[src/rtl/cus19_pkg.sv]
// Shared types and default widths for the CUS19 fetch controller.
package cus19_pkg;

    localparam int PC_W    = 11;
    localparam int INSTR_W = 19;

    // Fetch sequencer states.
    typedef enum logic [1:0] {
        ST_LOAD = 2'd0,
        ST_RUN  = 2'd1,
        ST_HALT = 2'd2
    } fetch_state_t;

    // Next-PC selection for the PC generator.
    typedef enum logic [1:0] {
        PC_HOLD = 2'd0,
        PC_INC  = 2'd1,
        PC_TGT  = 2'd2,
        PC_RST  = 2'd3
    } pc_sel_t;

endpackage

[src/rtl/cus19_fetch_ctrl_if.sv]
// Bus bundle between the fetch controller and the loader, instruction memory and ID stage.
//
// Handshakes:
//   loader: a word is written in every cycle where ld_req_in and ld_gnt_out are both 1;
//           ld_gnt_out only follows ld_req_in while loading, otherwise ld_err_out flags it.
//   ID:     instr_out/instr_pc_out form a word whenever instr_valid_out is 1; stall_in acts as
//           not-ready and holds the presented word stable until the cycle after stall_in drops.
interface cus19_fetch_ctrl_if #(
    parameter int PC_Width    = 11,
    parameter int Instr_Width = 19
);
    import cus19_pkg::*;

    logic                   ld_req_in;
    logic [PC_Width-1:0]    ld_addr_in;
    logic [Instr_Width-1:0] ld_data_in;
    logic                   ld_done_in;
    logic                   ld_gnt_out;
    logic                   ld_err_out;
    logic [PC_Width:0]      ld_count_out;
    logic                   stall_in;
    logic                   flush_in;
    logic [PC_Width-1:0]    branch_tgt_in;
    logic                   halt_in;
    logic [PC_Width-1:0]    mem_addr_out;
    logic                   mem_we_out;
    logic [Instr_Width-1:0] mem_wdata_out;
    logic [Instr_Width-1:0] mem_rdata_in;
    logic [Instr_Width-1:0] instr_out;
    logic [PC_Width-1:0]    instr_pc_out;
    logic                   instr_valid_out;
    logic                   halted_out;
    fetch_state_t           dbg_state;

    modport master (
        input  ld_req_in, ld_addr_in, ld_data_in, ld_done_in,
        input  stall_in, flush_in, branch_tgt_in, halt_in, mem_rdata_in,
        output ld_gnt_out, ld_err_out, ld_count_out,
        output mem_addr_out, mem_we_out, mem_wdata_out,
        output instr_out, instr_pc_out, instr_valid_out, halted_out, dbg_state
    );

    modport slave (
        output ld_req_in, ld_addr_in, ld_data_in, ld_done_in,
        output stall_in, flush_in, branch_tgt_in, halt_in, mem_rdata_in,
        input  ld_gnt_out, ld_err_out, ld_count_out,
        input  mem_addr_out, mem_we_out, mem_wdata_out,
        input  instr_out, instr_pc_out, instr_valid_out, halted_out, dbg_state
    );

endinterface

[src/rtl/cus19_pc_gen.sv]
// Program counter register with hold / increment / redirect / reset-vector selection.
module cus19_pc_gen
    import cus19_pkg::*;
#(
    parameter int                  PC_Width = PC_W,
    parameter logic [PC_Width-1:0] RESET_PC = '0
) (
    input  logic                clk_in,
    input  logic                rst_in,
    input  pc_sel_t             sel,
    input  logic [PC_Width-1:0] tgt,
    output logic [PC_Width-1:0] pc
);

    logic [PC_Width-1:0] pc_q;
    logic [PC_Width-1:0] pc_d;

    // Next-PC mux; the increment drops its carry so the all-ones address wraps to zero.
    always_comb begin
        pc_d = pc_q;
        case (sel)
            PC_INC:  pc_d = pc_q + 1'b1;
            PC_TGT:  pc_d = tgt;
            PC_RST:  pc_d = RESET_PC;
            default: pc_d = pc_q;
        endcase
    end

    // PC register.
    always_ff @(posedge clk_in or negedge rst_in) begin
        if (!rst_in) begin
            pc_q <= RESET_PC;
        end else begin
            pc_q <= pc_d;
        end
    end

    assign pc = pc_q;

endmodule

[src/rtl/cus19_fetch_ctrl.sv]
// IF-stage sequencer: owns the single-port instruction memory, muxing loader writes during
// boot and PC-driven reads while running, and presents fetched words to ID.
module cus19_fetch_ctrl
    import cus19_pkg::*;
#(
    parameter int PC_Width    = PC_W,
    parameter int Instr_Width = INSTR_W,
    parameter int RESET_PC    = 0
) (
    input  logic               clk_in,
    input  logic               rst_in,
    cus19_fetch_ctrl_if.master bus
);

    localparam logic [PC_Width:0] LD_MAX = {1'b1, {PC_Width{1'b0}}};

    fetch_state_t           state_q;
    fetch_state_t           state_d;
    pc_sel_t                pc_sel;
    logic [PC_Width-1:0]    pc;
    logic [PC_Width-1:0]    iss_pc_q;
    logic                   iss_v_q;
    logic                   issue_en;
    logic                   issue_kill;
    logic                   hold_en;
    logic                   hold_v_q;
    logic [Instr_Width-1:0] hold_q;
    logic [PC_Width:0]      ld_count_q;
    logic                   grant;

    cus19_pc_gen #(
        .PC_Width (PC_Width),
        .RESET_PC (PC_Width'(RESET_PC))
    ) u_pc_gen (
        .clk_in (clk_in),
        .rst_in (rst_in),
        .sel    (pc_sel),
        .tgt    (bus.branch_tgt_in),
        .pc     (pc)
    );

    // State register.
    always_ff @(posedge clk_in or negedge rst_in) begin
        if (!rst_in) begin
            state_q <= ST_LOAD;
        end else begin
            state_q <= state_d;
        end
    end

    // Next state and fetch control; halt beats flush, flush beats stall, stall beats advance.
    always_comb begin
        state_d    = state_q;
        pc_sel     = PC_HOLD;
        issue_en   = 1'b0;
        issue_kill = 1'b0;
        hold_en    = 1'b0;
        case (state_q)
            ST_LOAD: begin
                pc_sel = PC_RST;
                if (bus.ld_done_in) begin
                    state_d = ST_RUN;
                end
            end
            ST_RUN: begin
                if (bus.halt_in) begin
                    state_d    = ST_HALT;
                    issue_kill = 1'b1;
                end else if (bus.flush_in) begin
                    pc_sel     = PC_TGT;
                    issue_kill = 1'b1;
                end else if (bus.stall_in) begin
                    hold_en = 1'b1;
                end else begin
                    pc_sel   = PC_INC;
                    issue_en = 1'b1;
                end
            end
            ST_HALT: begin
                state_d = ST_HALT;
            end
            default: begin
                state_d = ST_LOAD;
            end
        endcase
    end

    // Issue register: tags the word the memory returns this cycle with its address.
    always_ff @(posedge clk_in or negedge rst_in) begin
        if (!rst_in) begin
            iss_pc_q <= '0;
            iss_v_q  <= 1'b0;
        end else if (issue_kill) begin
            iss_v_q <= 1'b0;
        end else if (issue_en) begin
            iss_pc_q <= pc;
            iss_v_q  <= 1'b1;
        end
    end

    // Stall capture: the memory keeps reading pc (one ahead of the presented word) during a
    // stall, so the presented word is frozen here until fetch advances again.
    always_ff @(posedge clk_in or negedge rst_in) begin
        if (!rst_in) begin
            hold_v_q <= 1'b0;
            hold_q   <= '0;
        end else begin
            hold_v_q <= hold_en;
            if (hold_en && !hold_v_q) begin
                hold_q <= bus.mem_rdata_in;
            end
        end
    end

    assign grant = rst_in && (state_q == ST_LOAD) && bus.ld_req_in;

    // Loader write counter, saturating at the memory depth.
    always_ff @(posedge clk_in or negedge rst_in) begin
        if (!rst_in) begin
            ld_count_q <= '0;
        end else if (grant && (ld_count_q != LD_MAX)) begin
            ld_count_q <= ld_count_q + 1'b1;
        end
    end

    // Output mux: loader owns the memory port in LOAD, the PC owns it otherwise.
    always_comb begin
        bus.ld_gnt_out      = 1'b0;
        bus.ld_err_out      = 1'b0;
        bus.mem_addr_out    = '0;
        bus.mem_we_out      = 1'b0;
        bus.mem_wdata_out   = '0;
        bus.instr_out       = '0;
        bus.instr_pc_out    = '0;
        bus.instr_valid_out = 1'b0;
        bus.halted_out      = 1'b0;
        if (rst_in) begin
            case (state_q)
                ST_LOAD: begin
                    bus.ld_gnt_out    = bus.ld_req_in;
                    bus.mem_we_out    = bus.ld_req_in;
                    bus.mem_addr_out  = bus.ld_addr_in;
                    bus.mem_wdata_out = bus.ld_data_in;
                end
                ST_RUN: begin
                    bus.ld_err_out      = bus.ld_req_in;
                    bus.mem_addr_out    = pc;
                    bus.instr_out       = hold_v_q ? hold_q : bus.mem_rdata_in;
                    bus.instr_pc_out    = iss_pc_q;
                    bus.instr_valid_out = iss_v_q && !bus.flush_in;
                end
                ST_HALT: begin
                    bus.ld_err_out   = bus.ld_req_in;
                    bus.mem_addr_out = pc;
                    bus.halted_out   = 1'b1;
                end
                default: begin
                    bus.ld_err_out = 1'b0;
                end
            endcase
        end
    end

    assign bus.ld_count_out = ld_count_q;
    assign bus.dbg_state    = state_q;

endmodule

[src/flat_wrapper.sv]
// flat-port wrapper written by rule: the top's interface ports become plain ports
module cus19_fetch_ctrl_flat import cus19_pkg::*;
#(
    parameter int PC_Width    = PC_W,
    parameter int Instr_Width = INSTR_W,
    parameter int RESET_PC    = 0
)
  (clk_in, rst_in, bus_ld_req_in, bus_ld_addr_in, bus_ld_data_in, bus_ld_done_in, bus_stall_in, bus_flush_in, bus_branch_tgt_in, bus_halt_in, bus_mem_rdata_in, bus_ld_gnt_out, bus_ld_err_out, bus_ld_count_out, bus_mem_addr_out, bus_mem_we_out, bus_mem_wdata_out, bus_instr_out, bus_instr_pc_out, bus_instr_valid_out, bus_halted_out, bus_dbg_state);
  cus19_fetch_ctrl_if #(.PC_Width(PC_Width), .Instr_Width(Instr_Width)) bus_i ();
  input  logic clk_in;
  input  logic rst_in;
  input wire logic [$bits(bus_i.ld_req_in)-1:0] bus_ld_req_in;
  input wire logic [$bits(bus_i.ld_addr_in)-1:0] bus_ld_addr_in;
  input wire logic [$bits(bus_i.ld_data_in)-1:0] bus_ld_data_in;
  input wire logic [$bits(bus_i.ld_done_in)-1:0] bus_ld_done_in;
  input wire logic [$bits(bus_i.stall_in)-1:0] bus_stall_in;
  input wire logic [$bits(bus_i.flush_in)-1:0] bus_flush_in;
  input wire logic [$bits(bus_i.branch_tgt_in)-1:0] bus_branch_tgt_in;
  input wire logic [$bits(bus_i.halt_in)-1:0] bus_halt_in;
  input wire logic [$bits(bus_i.mem_rdata_in)-1:0] bus_mem_rdata_in;
  output wire logic [$bits(bus_i.ld_gnt_out)-1:0] bus_ld_gnt_out;
  output wire logic [$bits(bus_i.ld_err_out)-1:0] bus_ld_err_out;
  output wire logic [$bits(bus_i.ld_count_out)-1:0] bus_ld_count_out;
  output wire logic [$bits(bus_i.mem_addr_out)-1:0] bus_mem_addr_out;
  output wire logic [$bits(bus_i.mem_we_out)-1:0] bus_mem_we_out;
  output wire logic [$bits(bus_i.mem_wdata_out)-1:0] bus_mem_wdata_out;
  output wire logic [$bits(bus_i.instr_out)-1:0] bus_instr_out;
  output wire logic [$bits(bus_i.instr_pc_out)-1:0] bus_instr_pc_out;
  output wire logic [$bits(bus_i.instr_valid_out)-1:0] bus_instr_valid_out;
  output wire logic [$bits(bus_i.halted_out)-1:0] bus_halted_out;
  output wire logic [$bits(bus_i.dbg_state)-1:0] bus_dbg_state;
  assign bus_i.ld_req_in = bus_ld_req_in;
  assign bus_i.ld_addr_in = bus_ld_addr_in;
  assign bus_i.ld_data_in = bus_ld_data_in;
  assign bus_i.ld_done_in = bus_ld_done_in;
  assign bus_i.stall_in = bus_stall_in;
  assign bus_i.flush_in = bus_flush_in;
  assign bus_i.branch_tgt_in = bus_branch_tgt_in;
  assign bus_i.halt_in = bus_halt_in;
  assign bus_i.mem_rdata_in = bus_mem_rdata_in;
  assign bus_ld_gnt_out = bus_i.ld_gnt_out;
  assign bus_ld_err_out = bus_i.ld_err_out;
  assign bus_ld_count_out = bus_i.ld_count_out;
  assign bus_mem_addr_out = bus_i.mem_addr_out;
  assign bus_mem_we_out = bus_i.mem_we_out;
  assign bus_mem_wdata_out = bus_i.mem_wdata_out;
  assign bus_instr_out = bus_i.instr_out;
  assign bus_instr_pc_out = bus_i.instr_pc_out;
  assign bus_instr_valid_out = bus_i.instr_valid_out;
  assign bus_halted_out = bus_i.halted_out;
  assign bus_dbg_state = bus_i.dbg_state;
  cus19_fetch_ctrl #(.PC_Width(PC_Width), .Instr_Width(Instr_Width), .RESET_PC(RESET_PC)) u_core (.clk_in(clk_in), .rst_in(rst_in), .bus(bus_i));
endmodule
[config.mk]
export PLATFORM = sky130hd
export DESIGN_NAME = cus19_fetch_ctrl_flat
export DESIGN_NICKNAME = d
export VERILOG_FILES = /design/src/rtl/cus19_pkg.sv /design/src/rtl/cus19_fetch_ctrl_if.sv /design/src/rtl/cus19_pc_gen.sv /design/src/rtl/cus19_fetch_ctrl.sv /design/src/flat_wrapper.sv
export SDC_FILE = /design/constraint.sdc
export NUM_CORES = 1
export LEC_CHECK = 0
export CAP_MARGIN = 25
export CORE_ASPECT_RATIO = 0.9
export CORE_MARGIN = 5
export CORE_UTILIZATION = 30
export CTS_BUF_LIST = sky130_fd_sc_hd__clkbuf_16
export DETAILED_ROUTE_END_ITERATION = 12
export HOLD_SLACK_MARGIN = 0.05
export PLACE_DENSITY_LB_ADDON = 0.05
export SETUP_SLACK_MARGIN = 0.02
export SLEW_MARGIN = 20
export SYNTH_ARGS = -nofsm -noshare
export SYNTH_HDL_FRONTEND = slang
export SYNTH_HIERARCHICAL = 1
export SYNTH_SLANG_ARGS = --single-unit
export TNS_END_PERCENT = 20
[constraint.sdc]
create_clock -name clk_in -period 2.49 [get_ports clk_in]
set_clock_uncertainty 0.15 [all_clocks]
set_input_delay 0.498 -clock clk_in [delete_from_list [all_inputs] [get_ports clk_in]]
set_output_delay 0.498 -clock clk_in [all_outputs]
set_load 0.1 [all_outputs]
[Word level (Yosys, flattened, before mapping)]
Index checks and enable logic that the tools add are counted.
Storage, ports and cells
  logic and storage cells: 69
  output and inout bits: 79
  bits of input ports: 67
  bits in registers: 57
Cells by class
  equality and inequality tests: 8
  muxes and demuxes: 38
  reductions and logical operators: 13
  $add $sub $neg: 2
  bitwise logic cells: 1
Operators by type and width (count)
  2-to-1 mux 19 bit: 5
  2-to-1 mux 11 bit: 3
  case mux 11 bit (3 select lines): 1
  2-to-1 mux 1 bit: 22
  case mux 11 bit (2 select lines): 1
  adder 12 x 1 -> 12 bit, second input constant: 1
  inequality test 12 bit, second input constant: 1
  adder 11 x 1 -> 11 bit, second input constant: 1
  2-to-1 mux 2 bit: 4
  equality test 2 bit, second input constant: 3
  case mux 2 bit (3 select lines): 1
  logical AND 1 bit: 5
  equality test 2 x 1 -> 1 bit, second input constant: 2
  inequality test 2 bit, second input constant: 2
  case mux 2 bit (2 select lines): 1
  AND reduction 2 bit: 2
  nonzero test 3 bit: 1
  logical NOT 1 bit: 2
  logical NOT 2 bit: 1
  nonzero test 2 bit: 1
  OR reduction 2 bit: 1
  NOT 1 bit: 1

[Logic depth before layout (Yosys ltp)]
  depth in word-level cells: 6
  gate-level depth with buffers: 9
  mapped depth without buffers: 8

[Hierarchy]
Netlist, hierarchy kept.
Modules (own cells, without submodules)
  cus19_fetch_ctrl: area an instance 2661.3 um^2, sequential area each 1151.1 um^2, cells each 256, instances 1
  cus19_pc_gen: area an instance 750.7 um^2, sequential area each 275.3 um^2, cells each 77, instances 1

[Worst setup path after synthesis]
Ideal clock, no wire load.
  kind: reg2out
  start point: reg u_core.state_q[1] (netlist: u_core/bus.dbg_state[1])
  end point: out bus_mem_addr_out[0]
  arrival time: 3.173 ns
  path slack: -1.331 ns
  path buffers: 1
  cell stages (with the launch flop): 6
  required time: 1.842 ns
  cells stage by stage: dfrtp_1 -> inv_1 -> ha_1 -> clkbuf_1 -> a22oi_1 -> nor2_1
Between the ends
  word-level cells in the longest chain between the ends: 4
  elaborated cells between the ends (all ways): 6
  those cells by class: eq/ne: 2; mux: 2; reduce/logical: 2
Ends and longest elaborated chain
  start: declaration: line cus19_fetch_ctrl.sv:17  | fetch_state_t state_q;
  start signal: assignment: line cus19_fetch_ctrl.sv:47  | state_q <= state_d;
  equality test 2 bit / equality test 2 x 1 -> 1 bit (equally long branches): line cus19_fetch_ctrl.sv:138  | case (state_q)
  OR reduction 2 bit (no line)
  case mux 11 bit (2 select lines) *: line cus19_fetch_ctrl.sv:138
  2-to-1 mux 11 bit *: line cus19_fetch_ctrl.sv:137  | if (rst_in) begin
  end: declaration: line flat_wrapper.sv:24  | output wire logic [$bits(bus_i.mem_addr_out)-1:0] bus_mem_addr_out;
Every way passes the cells marked *; elsewhere a longest branch is shown, timed or not.

[Worst setup path in the final report]
  start point: reg u_core.state_q[0] (netlist: u_core/bus.dbg_state[0])
  end point: out bus_mem_wdata_out[3]
Between the ends
  word-level cells in the longest chain between the ends: 3
Ends and longest elaborated chain
  logical NOT 2 bit: line cus19_fetch_ctrl.sv:138
  2-to-1 mux 19 bit: line cus19_fetch_ctrl.sv:138
  2-to-1 mux 19 bit: line cus19_fetch_ctrl.sv:137
  end: declaration: line flat_wrapper.sv:26  | output wire logic [$bits(bus_i.mem_wdata_out)-1:0] bus_mem_wdata_out;
Every way passes these cells.

==> impl_metrics.toml <==
[drt]
drt_iter0_drc = 151
route.met2.wl_um = 5439
drc = 0
vias = 3130
routed_wl_um = 10960
wl_per_cell_um = 16.91
via_per_inst = 4.830
routed-wl-met3_um = 610
met1_length_um = 4838
drt-pass1-iter-count = 4
ant_nets = 0
topRoutingLayerUsed = "met4"

[worst_setup_path]
end_kind = "output pin"
crit_start = "u_core/bus.dbg_state[0]"
crit_slowest_cell = "dfrtp_4"
slowest_delay_ps = 520
timing.critical_path.cells = "inv_2, ha_2, buf_4, and3_1, buf_12"
cp.required_ps = 1840
path_class = "flip-flop to output pin"
start_kind = "flip-flop"
cp.arrival_ps = 1780
critPathMaxFanout = 11
r2r_start = "u_core/bus.dbg_state[0]"
r2r_slack_ps = 270

[logic_synthesis]
synth_cell_types = 44
synth-simple-area-share_pct = 19.99
synth_top_family_by_area = "simple AND/OR/NAND/NOR gates"
syn_nets = 409
synth-seq-cells = 57
ys_async_sr_fraction_pct = 100.0
synth_fa_ha_area_share_pct = 3.300
synth_xor_area_share_pct = 2.824
synthFlopType = "dfrtp_1"
syn-mean-instance-area_um2 = 10.25
synth_compound_area_share_pct = 8.361
yosysSeqAreaShare_pct = 41.80
synthesis.area_mm2 = 0.003412
synth_mux_area_share_pct = 19.40
yosys_warnings = 6
synth-edff-count = 0
synthCells = 333

[final_layout]
antenna_cells = 0
finish.instance_area_mm2 = 0.006339
final_core_util_pct = 56.11
fin_nets = 563
drive_gt1_share_pct = 37.60
area_growth_pct = 85.77
fill_cells = 1017

[die]
dieArea_mm2 = 0.01361
die_y_um = 111.2
start_util_pct = 30.21
ios = 146
chipWidth_um = 122.4
rows = 37
core_mm2 = 0.01130

[power]
p_leak_nw = 2.664
pwr_density_cell_mw_per_mm2 = 1264
irDropWorstVdd_uv = 1062

[status]
status = "finished clean"

[clock_network]
cts_setup_buffers = 0
cts_buffer_depth = 2
clkSinkCount = 57
cts-htree-levels = 3
clkLatencyLatePin_ps = 320
cts_tree = "yes"
cts_buffers = 9
root_buffer = "clkbuf_16"
cts.clk_slew.worst_paths_ps = 50

[placement]
hpwl_um = 8196
io_buffers = 145
place_congestion = 0.8369
dpl_cell_area_mm2 = 0.005983

[global_routing]
grt_pass1_wl_um = 17380
antenna_found_initial = 0
overflow = 0
grt_max_degree = 43
grt_usage_pct = 16.10
grt_pass1_vias = 3234

[sta]
slew_headroom_pct = 69.44
hold_viol_final = 0
period_minus_slack_ps = 2428
tightest_slew_ps = 456.9
finalSetupViolations = 0
fin_crit_sh_pct = 97.52
maxSlewViolCount = 0
rsz0062_at_grt = "true"
fmax_mhz = 411.8
holdWs_ps = 149.1

[hold_path]
hp-class = "primary input to asynchronous set/reset pin"

[run]
maxCapViolCount = 0
-- critical path, delay by kind of cell, from the launching register on --
family / cells / cell delay (ps)
and+or+nand+nor: 1 / 210
DFF: 1 / 520
buffers and inverters: 3 / 480
adders and majority gates: 1 / 240
-- routing by layer --
metal,GRT usage [%],vias to the layer above
li1,-,1529
met1,21.33,1514
met2,26.34,80
met3,4.235,7
met4,3.433,0
met5,0,-
-- cells in the final DEF (no fill, tap or decap), types with 6 or more instances in the layout --
cell / n
buf_12: 68
nand4_1: 8
dfrtp_1: 55
and3_1: 30
ha_1: 6
buf_4: 28
a21oi_1: 6
mux2_2: 23
clkbuf_16: 9
inv_1: 8
nor2_4: 30
a22oi_1: 11
nand2_1: 12
xor2_1: 10
mux2_1: 10
clkdlybuf4s50_1: 65
nand3_1: 6
mux2i_1: 29
-- logic make-up (layout without fill, tap and decap cells) --
| group | count (synthesis) | after routing |
|---|---|---|
| AO/OA/AOI/OAI | 40 | 40 |
| XOR/XNOR | 11 | 11 |
| adder cells (fa/ha/maj) | 9 | 9 |
| buffers and inverters | 32 | 191 |
| flip-flops | 57 | 57 |
| multiplexers | 62 | 62 |
| AND/OR/NAND/NOR | 122 | 122 |
-- registers in the layout (all words and copies together), names as in the netlist --
| register | count |
|---|---|
| u_core/bus.dbg_state | 2 |
| u_core/bus.ld_count_out | 12 |
| u_core/hold_q | 19 |
| u_core/hold_v_q | 1 |
| u_core/iss_pc_q | 11 |
| u_core/iss_v_q | 1 |
| u_core/u_pc_gen/pc | 11 |
-- stage by stage --
step | setup slack [ps] | power (mW) | setup TNS (ps) | instances
3_3_place_gp | 105.0 | 6.689 | 0 | 630
4_1_cts | 5.857 | 8.026 | 0 | 647
3_5_place_dp | 53.21 | 6.740 | 0 | 630
6_report | 61.84 | 8.010 | 0 | 648
2_1_floorplan | -171.1 | 5.132 | -5439 | 333
5_1_grt | -16.16 | 8.406 | -92.77 | 648
-- power breakdown --
| part | total, mW | internal (mW) | switching (mW) |
|---|---|---|---|
| combinational | 5.15 | 1.88 | 3.27 |
| clock | 1.18 | 0.762 | 0.415 |
| sequential | 1.69 | 1.31 | 0.376 |
| total | 8.01 | 3.95 | 4.06 |
-- final timing paths --
path,end,depth (start not counted)
worst max register to register,u_core/u_pc_gen/pc[5],8
min in group clk_in,u_core/iss_v_q,1
worst min register to register,u_core/iss_v_q,1
worst max-delay path,bus_mem_wdata_out[3],5
worst min-delay path,u_core/iss_pc_q[1],2
max in group asynchronous,u_core/bus.dbg_state[1],2
-- cell type report --
cell class	instances	area (um^2)	area share, %
repair buffers	165	2270	35.81
multi-input cells	244	2113	33.34
flip-flops and latches	57	1434	22.62
clock buffers	9	225.2	3.553
well taps	156	195.2	3.079
clock inverters	7	61.31	0.9672
inverters	10	40.04	0.6317
-- synth_stat cells (2+ instances only) --
cell type,count,area (um^2)
nand2_1,13,48.80
and3_1,32,200.2
buf_2,7,35.03
nor4b_1,2,17.52
inv_1,10,37.54
buf_6,2,22.52
o22ai_1,5,31.28
nor2_1,34,127.6
or2_2,2,12.51
o211ai_1,3,22.52
mux2_2,23,259.0
dfrtp_1,57,1426
ha_1,9,112.6
o21ai_0,4,20.02
and4_2,2,20.02
xor2_1,10,87.58
clkbuf_1,12,45.04
a311o_1,5,50.05
nor3_1,5,25.02
nand3_1,6,30.03
a22oi_1,11,82.58
nand2b_1,3,18.77
mux2i_1,29,290.3
nor4_1,5,31.28
mux2_1,10,112.6
nand4_1,8,50.05
a21oi_1,6,30.03
o311ai_0,2,17.52
-- repair_timing --
action / CTS / global route
hold buffers: 1 / 0
endpoints found under the setup margin: 33 / 50
endpoints found under the hold margin: 6 / 0
resized for setup: 4 / 8
gates cloned: 0 / 1
pin swaps: 0 / 1
No activity file was read; power rests on OpenSTA's default activity.
